**src/rtl/lim_cntr_mc_if.sv**
```systemverilog
// Simple word-addressed register bus: single-cycle writes, combinational read data.
interface intbus_interf;
    logic [31:0] addr;
    logic        wr;
    logic [31:0] wdata;
    logic [31:0] rdata;

    modport master (output addr, output wr, output wdata, input rdata);
    modport slave  (input addr, input wr, input wdata, output rdata);
endinterface

```
**src/rtl/lim_cntr_mc.sv**
```systemverilog
// Multi-channel out-of-range sample counter with per-channel peak tracking,
// interval snapshots, threshold alarms and an intbus register block.
module lim_cntr_mc #(
    parameter logic [31:0] BASEADDR      = 32'd0,
    parameter int          NCH           = 4,
    parameter int          IN_WIDTH      = 14,
    parameter int          OUT_WIDTH     = 8,
    parameter int          PERIOD_MAX_2N = 20,
    parameter int          CNT_W         = 16
) (
    input  logic                    clk,
    input  logic                    resetn,
    input  logic                    we,
    input  logic [NCH*IN_WIDTH-1:0] in,
    output logic                    irq,
    intbus_interf.slave             bus
);
    localparam logic [31:0]          ID_VALUE   = 32'h4C43_4D01;
    localparam int                   PW         = PERIOD_MAX_2N;
    localparam logic [4:0]           PERIOD_MAX = 5'(PERIOD_MAX_2N);
    localparam logic [PW-1:0]        ICNT_ONES  = '1;

    logic              en_reg;
    logic [4:0]        period_reg;
    logic [15:0]       thresh_reg;
    logic              done_reg;
    logic [15:0]       index_reg;
    logic [PW-1:0]     icnt_reg;

    logic [31:0]       offset;
    logic              wr_cfg;
    logic              wr_status;
    logic [4:0]        period_clamped;
    logic              restart;
    logic              sample_ok;
    logic [PW-1:0]     term_val;
    logic              terminal;
    logic [NCH-1:0]    alarm_vec;
    logic [31:0]       res_word [NCH];
    logic [31:0]       rdata;
    logic              unused_wdata;

    assign offset    = bus.addr - BASEADDR;
    assign wr_cfg    = bus.wr && (offset == 32'd1);
    assign wr_status = bus.wr && (offset == 32'd2);

    always_comb begin
        period_clamped = bus.wdata[5:1];
        if (period_clamped == 5'd0)
            period_clamped = 5'd1;
        else if (period_clamped > PERIOD_MAX)
            period_clamped = PERIOD_MAX;
    end

    // Any CLR or change of EN/PERIOD discards the partial interval; it also
    // overrides a coincident terminal cycle.
    assign restart   = wr_cfg && (bus.wdata[6] || (period_clamped != period_reg) ||
                                  (bus.wdata[0] != en_reg));
    assign sample_ok = we && en_reg;
    assign term_val  = ICNT_ONES >> (PW - int'(period_reg));
    assign terminal  = sample_ok && !restart && (icnt_reg == term_val);

    always_ff @(posedge clk or negedge resetn) begin
        if (!resetn) begin
            en_reg     <= 1'b0;
            period_reg <= PERIOD_MAX;
            thresh_reg <= 16'hFFFF;
            done_reg   <= 1'b0;
            index_reg  <= 16'd0;
            icnt_reg   <= '0;
        end else begin
            if (wr_cfg) begin
                en_reg     <= bus.wdata[0];
                period_reg <= period_clamped;
                thresh_reg <= bus.wdata[31:16];
            end
            if (restart)
                icnt_reg <= '0;
            else if (sample_ok)
                icnt_reg <= terminal ? '0 : icnt_reg + PW'(1);
            if (terminal)
                done_reg <= 1'b1;
            else if (wr_status && bus.wdata[0])
                done_reg <= 1'b0;
            if (terminal)
                index_reg <= index_reg + 16'd1;
        end
    end

    genvar gi;
    generate
        for (gi = 0; gi < NCH; gi++) begin : g_ch
            logic [IN_WIDTH-1:0]           x;
            logic [IN_WIDTH-OUT_WIDTH:0]   top_bits;
            logic                          over;
            logic [IN_WIDTH-1:0]           mag;
            logic [CNT_W-1:0]              cnt_reg;
            logic [CNT_W-1:0]              cnt_next;
            logic [IN_WIDTH-1:0]           peak_reg;
            logic [IN_WIDTH-1:0]           peak_next;
            logic [CNT_W-1:0]              res_cnt_reg;
            logic [IN_WIDTH-1:0]           res_peak_reg;
            logic                          alarm_reg;

            assign x        = in[gi*IN_WIDTH +: IN_WIDTH];
            assign top_bits = x[IN_WIDTH-1:OUT_WIDTH-1];
            assign over     = !((&top_bits) || !(|top_bits));
            // Unsigned negation: the most negative input lands on 2^(IN_WIDTH-1).
            assign mag       = x[IN_WIDTH-1] ? (~x + IN_WIDTH'(1)) : x;
            assign cnt_next  = (over && (cnt_reg != '1)) ? cnt_reg + CNT_W'(1) : cnt_reg;
            assign peak_next = (mag > peak_reg) ? mag : peak_reg;

            always_ff @(posedge clk or negedge resetn) begin
                if (!resetn) begin
                    cnt_reg      <= '0;
                    peak_reg     <= '0;
                    res_cnt_reg  <= '0;
                    res_peak_reg <= '0;
                    alarm_reg    <= 1'b0;
                end else if (restart) begin
                    cnt_reg  <= '0;
                    peak_reg <= '0;
                end else if (sample_ok) begin
                    if (terminal) begin
                        cnt_reg      <= '0;
                        peak_reg     <= '0;
                        res_cnt_reg  <= cnt_next;
                        res_peak_reg <= peak_next;
                        alarm_reg    <= (16'(cnt_next) >= thresh_reg);
                    end else begin
                        cnt_reg  <= cnt_next;
                        peak_reg <= peak_next;
                    end
                end
            end

            assign alarm_vec[gi] = alarm_reg;
            assign res_word[gi]  = {16'(res_peak_reg), 16'(res_cnt_reg)};
        end
    endgenerate

    always_comb begin
        rdata = '0;
        case (offset)
            32'd0:   rdata = ID_VALUE;
            32'd1:   rdata = {thresh_reg, 9'd0, 1'b0, period_reg, en_reg};
            32'd2:   rdata = {index_reg, 8'(alarm_vec), 7'd0, done_reg};
            default: begin
                for (int k = 0; k < NCH; k++)
                    if (offset == 32'(3 + k))
                        rdata = res_word[k];
            end
        endcase
    end

    assign bus.rdata    = rdata;
    assign irq          = done_reg;
    assign unused_wdata = ^bus.wdata[15:7];
endmodule

```
**src/flat_wrapper.sv**
```systemverilog
// flat-port wrapper written by rule: the top's interface ports become plain ports
module lim_cntr_mc_flat 
#(
    parameter logic [31:0] BASEADDR      = 32'd0,
    parameter int          NCH           = 4,
    parameter int          IN_WIDTH      = 14,
    parameter int          OUT_WIDTH     = 8,
    parameter int          PERIOD_MAX_2N = 20,
    parameter int          CNT_W         = 16
)
  (clk, resetn, we, in, irq, bus_addr, bus_wr, bus_wdata, bus_rdata);
  intbus_interf bus_i ();
  input  logic clk;
  input  logic resetn;
  input  logic we;
  input  logic [NCH*IN_WIDTH-1:0] in;
  output logic irq;
  input wire logic [$bits(bus_i.addr)-1:0] bus_addr;
  input wire logic [$bits(bus_i.wr)-1:0] bus_wr;
  input wire logic [$bits(bus_i.wdata)-1:0] bus_wdata;
  output wire logic [$bits(bus_i.rdata)-1:0] bus_rdata;
  assign bus_i.addr = bus_addr;
  assign bus_i.wr = bus_wr;
  assign bus_i.wdata = bus_wdata;
  assign bus_rdata = bus_i.rdata;
  lim_cntr_mc #(.BASEADDR(BASEADDR), .NCH(NCH), .IN_WIDTH(IN_WIDTH), .OUT_WIDTH(OUT_WIDTH), .PERIOD_MAX_2N(PERIOD_MAX_2N), .CNT_W(CNT_W)) u_core (.clk(clk), .resetn(resetn), .we(we), .in(in), .irq(irq), .bus(bus_i));
endmodule
```
**config.mk**
```make
export PLATFORM = sky130hd
export DESIGN_NAME = lim_cntr_mc_flat
export DESIGN_NICKNAME = d
export VERILOG_FILES = /design/src/rtl/lim_cntr_mc_if.sv /design/src/rtl/lim_cntr_mc.sv /design/src/flat_wrapper.sv
export SDC_FILE = /design/constraint.sdc
export NUM_CORES = 1
export LEC_CHECK = 0
export BUFFER_PORTS_ARGS = -buffer_cell sky130_fd_sc_hd__buf_2
export CELL_PAD_IN_SITES_DETAIL_PLACEMENT = 0
export CELL_PAD_IN_SITES_GLOBAL_PLACEMENT = 1
export CORE_MARGIN = 2
export CORE_UTILIZATION = 51
export DETAILED_ROUTE_END_ITERATION = 8
export PLACE_DENSITY = 0.95
export SLEW_MARGIN = 30
export SYNTH_ARGS = -nofsm -noshare
export SYNTH_HDL_FRONTEND = slang
export SYNTH_SLANG_ARGS = --single-unit
```
**constraint.sdc**
```tcl
create_clock -name clk -period 10.8 [get_ports clk]
set_input_delay 2.16 -clock clk [delete_from_list [all_inputs] [get_ports clk]]
set_output_delay 2.16 -clock clk [all_outputs]
set_load 0.03 [all_outputs]
```
== Yosys cells after proc, flatten, opt, wreduce, memory -nomap -nowiden ==
Index checks and enable logic that the tools add are counted.

* Flip-flop bits (word level): 303
* Input port bits: 124
* Output and inout bits: 33

* Add/subtract/negate cells: 11
* $lt $le $gt $ge: 9
* Eq/ne operators: 13
* Shift-type cells: 1
* Muxes and demuxes: 48
* Bitwise logic cells: 5
* Reduce and logical (&&, ||, !) cells: 39

{| class="wikitable"
|+ Operator list
! kind !! number
|-
| 2-to-1 mux 14 bit || 20
|-
| 2-to-1 mux 16 bit || 16
|-
| 2-to-1 mux 30 bit || 4
|-
| == test 32 x 3 -> 1 bit, second input constant || 3
|-
| one-hot mux 32 bit (3 select lines) || 1
|-
| adder 16 x 1 -> 16 bit, second input constant || 5
|-
| == test 32 x 2 -> 1 bit, second input constant || 2
|-
| >= comparator 16 bit || 4
|-
| inequality test 16 bit, second input constant || 4
|-
| 2-to-1 mux 20 bit || 3
|-
| adder 14 x 1 -> 14 bit, second input constant || 4
|-
| greater-than comparator 14 bit || 4
|-
| inverter 14 bit || 4
|-
| == test 32 x 1 -> 1 bit, second input constant || 1
|-
| logical NOT 32 bit || 1
|-
| >> shifter 20 x 32 -> 20 bit, first input constant || 1
|-
| AND reduction 7 bit || 4
|-
| OR reduction 7 bit || 4
|-
| adder 20 x 1 -> 20 bit, second input constant || 1
|-
| == test 20 bit || 1
|-
| logical AND 1 bit || 11
|-
| 2-to-1 mux 5 bit || 2
|-
| logical NOT 1 bit || 9
|-
| logical OR 1 bit || 6
|-
| 9 further kinds || 11
|}

== Logic depth before layout (Yosys ltp) ==
* Depth in word-level cells: 13
* Gate-level depth with buffers: 18
* Gate-level depth less buffers: 16

== Least setup slack after synthesis ==
OpenSTA, ideal clock, no wires.

* Kind: input to output
* From: input bus_addr[17]
* To: output bus_rdata[16]
* Data arrival time: 4295 ps
* Path slack: 4345 ps
* Stages on the path: 9
* Buffers on the path: 1
* Cell sequence: nor4_1 -> nand4_1 -> nor3_1 -> and3_1 -> clkbuf_1 -> a22oi_1 -> nand2_1 -> o22ai_1 -> a21oi_1

* Longest elaborated chain between the ends: 6
* Elaborated cells on any way between the ends: 12
* Classes of those cells: eq/ne: 6; mux: 5; reduce/logical: 1

{| class="wikitable"
|+ Ends and longest elaborated chain
! element !! line !! RTL
|-
| start: declaration || flat_wrapper.sv:18 || <nowiki>input wire logic [$bits(bus_i.addr)-1:0] bus_addr;</nowiki>
|-
| == test 32 x 2 -> 1 bit || lim_cntr_mc.sv:150 || <nowiki>if (offset == 32'(3 + k))</nowiki>
|-
| 2-to-1 mux 30 bit (4 in a row) || lim_cntr_mc.sv:150 ||
|-
| one-hot mux 32 bit (3 select lines) (*) || lim_cntr_mc.sv:144 || <nowiki>case (offset)</nowiki>
|-
| end: declaration || flat_wrapper.sv:21 || <nowiki>output wire logic [$bits(bus_i.rdata)-1:0] bus_rdata;</nowiki>
|}

Every way passes the cells marked *; elsewhere a longest branch is shown, timed or not.

== Worst setup path in the final report ==
* From: input bus_addr[20]
* To: output bus_rdata[16]

The elaborated chain is that of the path after synthesis.

==> summary by stage <==
Status
The run finished with clean final reports.

Placement
After legalization and detailed placement, the total HPWL measured ~40 mm. Buffers placed on the I/O ports in this run total roughly 150. The routability congestion estimate is around 0.9. The number of instances in the placed design is about 2,700.

Synthesis
Counting flops with a built-in enable in the synthesized netlist gives 0. The post-synth net total is 2,368. For this run, the register share of the synthesized area comes to 38.29%. The netlist uses 81 different library cells. The most common flop cell mapped by yosys is sky130_fd_sc_hd__dfrtp_1. The Yosys step of the flow raised 0 warnings. The biggest area contributor in the post-synthesis netlist is sky130_fd_sc_hd__dfrtp_1. The area share of the largest cell type after synthesis is 35.91%. By area the synthesized netlist is led by sky130_fd_sc_hd__dfrtp_1 (36%), sky130_fd_sc_hd__ha_1 (8.3%), sky130_fd_sc_hd__xnor2_1 (4.7%). Counting flops and latches in the post-synthesis netlist gives between 300 and 400.

The gate count of the mapped netlist is around 2,100. The area of the mapped netlist is 19,860 um^2. The fraction of registers with async set/reset is 100.0%. Each instance of the synthesized netlist takes up on average roughly 9.4 um^2.

Power and ir drop
The analysis attributes to cell leakage a power of approximately 11 nW. Dividing total power by cell area gives a power density of roughly 110 nW/um^2. The peak ir drop on the vdd network is approximately 90 uV.

Drt
The routed layout has about 17,000 vias. The average vias per placed instance is ~6.1. The detailed router's first-iteration violation count is ~1,500.

The wire length per cell is roughly 20 um. The remaining antenna violation count after routing is 0. The pre-antenna-repair detailed-routing pass consisted of 8 iterations.

The remaining routing DRC violations is 0. The final layout contains routed wiring with a total length of roughly 54 mm.

Layout
The number of antenna diodes in the final layout is 0. The final cell count without fillers is ~2,700. The growth of design area from synthesis to finish is 10.96%. The number of nets in the final layout is 2,447. The post-route netlist has between 10 and 15% of its cells at a drive strength greater than 1.

Critical path
The required time of the worst setup path is just under 9 ns. The reg-to-reg critical path startpoint is u_core.period_reg[0]. In this run the worst path has a maximum fanout of 16. For flop-to-flop paths, the worst setup slack is around 5.6 ns.

The startpoint of the most critical setup path is bus_addr[20]. Following the worst setup path forward leads to its endpoint at bus_rdata[16]. The worst setup path is of the primary input to output port kind.

STA classifies the critical path endpoint as an output port. The number of cells on the worst reg-to-reg path is 13. The endpoint of the most critical register-to-register path is u_core.g_ch[3].cnt_reg[10]. The element type at the critical path start is a primary input. The data arrival time of the worst path is around 5.2 ns.

Clock tree
CTS saw 303 sinks. After clock tree synthesis, the clock-pin slew on the worst setup and hold paths is about 0.05 ns. The number of levels the H-tree was split into is 2.

The number of gates resized after CTS is 0. The number of buffers added by the clock tree synthesis step is 36. The clock tree root driver cell is sky130_fd_sc_hd__clkbuf_16. The number of buffers inserted to repair setup after CTS is 0. The clock tree from TritonCTS is built. The cts-stage hold buffer count is 0. The maximum root-to-sink buffer count is 3.

The clock insertion delay at the later pin of the skew report is around 0.53 ns.

Timing
After layout, the worst path uses 68.21% of the clock period. The number of pins with negative max-slew slack in the final report is 0. Setup repair after global routing left no endpoint under its margin.

In the final timing run, aggregate negative setup slack is 0 ns. The time the final worst path needs with I/O delays and setup is ~7.4 ns. Measured against its own limit, the worst slew margin works out to between 30% and 40%. The final clock skew is ~0.011 ns. The fmax is between 100 and 150 MHz. The final number of hold-violating endpoints came to 0. Setup violations remaining at the end of the flow were counted as 0.

At the pin with the least slew margin, the transition time is ~0.94 ns.

Global route
The maximum number of pins on one net before global-route repair is approximately 160. The global-route wire length before repair is between 80 and 90 mm. The total routing resource utilization after global routing is around a quarter. The initial antenna violation count is 1. Global routing finished with a remaining overflow of 0. The via count of the first global-routing pass is 16,510.

Die
The cell row count is 72. 157 I/O pins were placed. The full die area is just over 40,000 um^2. The die boundary width is 201.3 um. The floorplan step set the die height to between 200 and 250 um. The starting density of the core is between 50% and 60%. The total area inside the core boundary comes to 38,560 um^2.

Flow run
Across the run, the number of max-cap violations was 0.

Hold path
The worst min-delay path category is flop to flop.
==> metrics by stage <==
step	setup slack (ns)	power, W	util, %	hold WS (ns)	area, um^2
after global placement	3.303	0.001366	54.12	0.4613	20870
after global routing	3.244	0.002627	57.16	0.4954	22040
after detailed placement	3.457	0.001372	54.19	0.4707	20900
final	3.434	0.002532	57.16	0.4809	22040
after CTS	3.441	0.002553	57.13	0.4827	22030
after floorplan	4.345	0.001284	-	0.4425	19860
==> layout make-up <==
type,instances,area (um^2)
Tap cell,518,648.1
Inverter,108,405.4
Clock buffer,57,1061
Fill cell,3428,16520
Clock inverter,8,72.57
Sequential cell,303,7606
Timing Repair Buffer,162,885.9
Multi-Input combinational cell,1581,11360
==> critical path, stage by stage <==
cell	delay (ns)
sky130_fd_sc_hd__buf_2	0.10
sky130_fd_sc_hd__nor4_1	0.28
sky130_fd_sc_hd__nand4_1	0.30
sky130_fd_sc_hd__nor2_1	0.26
sky130_fd_sc_hd__nand2_1	0.18
sky130_fd_sc_hd__nor2_2	0.63
sky130_fd_sc_hd__buf_4	0.35
sky130_fd_sc_hd__a22oi_1	0.11
sky130_fd_sc_hd__nand2_1	0.14
sky130_fd_sc_hd__o21ai_0	0.08
sky130_fd_sc_hd__a21oi_1	0.31
sky130_fd_sc_hd__buf_2	0.27
==> cells in the final DEF (no fill, tap or decap), drive strengths merged, types with 11 or more instances in the layout <==
cell / n
ha: 131
xnor2: 106
nor2: 110
xor2: 31
clkbuf: 57
mux2: 69
nand2b: 26
nand3: 71
a22o: 56
a211oi: 11
nand4: 40
a21oi: 74
and2: 13
nor4: 18
buf: 162
nor2b: 18
a22oi: 55
a21o: 35
mux2i: 73
a32o: 39
o21ai: 138
or2: 13
and3: 43
o21a: 17
o31ai: 16
or3: 22
dfrtp: 285
nand2: 211
inv: 109
nor3: 34
a221o: 20
a222oi: 11
dfstp: 18
==> synth_stat cells, types with 13 or more instances <==
cell type,instances
sky130_fd_sc_hd__a21o_1,35
sky130_fd_sc_hd__a21oi_1,74
sky130_fd_sc_hd__a221o_1,20
sky130_fd_sc_hd__a22o_1,56
sky130_fd_sc_hd__a22oi_1,55
sky130_fd_sc_hd__a32o_1,39
sky130_fd_sc_hd__and2_1,13
sky130_fd_sc_hd__and3_1,43
sky130_fd_sc_hd__buf_2,26
sky130_fd_sc_hd__clkbuf_1,73
sky130_fd_sc_hd__dfrtp_1,285
sky130_fd_sc_hd__dfstp_2,18
sky130_fd_sc_hd__ha_1,131
sky130_fd_sc_hd__inv_1,105
sky130_fd_sc_hd__mux2_2,58
sky130_fd_sc_hd__mux2i_1,73
sky130_fd_sc_hd__nand2_1,211
sky130_fd_sc_hd__nand2b_1,26
sky130_fd_sc_hd__nand3_1,71
sky130_fd_sc_hd__nand4_1,39
sky130_fd_sc_hd__nor2_1,109
sky130_fd_sc_hd__nor2b_1,18
sky130_fd_sc_hd__nor3_1,34
sky130_fd_sc_hd__nor4_1,13
sky130_fd_sc_hd__o21a_1,17
sky130_fd_sc_hd__o21ai_0,136
sky130_fd_sc_hd__o31ai_1,16
sky130_fd_sc_hd__or3_1,22
sky130_fd_sc_hd__xnor2_1,106
sky130_fd_sc_hd__xor2_1,31
==> layer usage <==
metal / global-route usage (%) / routed length, um / vias to the layer above
met3: 4.908 / 3577 / 117
li1: - / - / 7869
met4: 10.77 / 2219 / 2
met5: 0 / 12 / -
met2: 43.41 / 25560 / 539
met1: 34.49 / 22500 / 8248
==> cell families after synthesis <==
logic type,share of synthesized area [%]
AO/OA/AOI/OAI,18.75
XOR/XNOR,6.041
adder cells (fa/ha/maj),8.252
buffers and inverters,4.832
flip-flops,38.29
multiplexers,7.591
AND/OR/NAND/NOR,16.25
==> worst min path at each step <==
stage,to,startpoint,cells after the start,slack (ns)
2_1_floorplan,u_core.index_reg[15],u_core.index_reg[15],1,0.44
3_3_place_gp,u_core.g_ch[1].res_peak_reg[0],u_core.g_ch[1].res_peak_reg[0],1,0.46
3_5_place_dp,u_core.g_ch[2].res_peak_reg[6],u_core.g_ch[2].res_peak_reg[6],2,0.47
4_1_cts,u_core.g_ch[2].res_peak_reg[6],u_core.g_ch[2].res_peak_reg[6],2,0.48
5_1_grt,u_core.g_ch[2].res_peak_reg[6],u_core.g_ch[2].res_peak_reg[6],2,0.50
6_report,u_core.g_ch[2].res_peak_reg[6],u_core.g_ch[2].res_peak_reg[6],2,0.48
==> where the power goes <==
part,internal [W],switching [W],total (W),leakage (nW)
logic,0.0000861,0.000128,0.000215,6.01
clock network,0.000699,0.000483,0.00118,0.558
registers,0.00114,0.0000000000125,0.00114,4.13
Note: power is estimated with default switching activity, not from simulation.
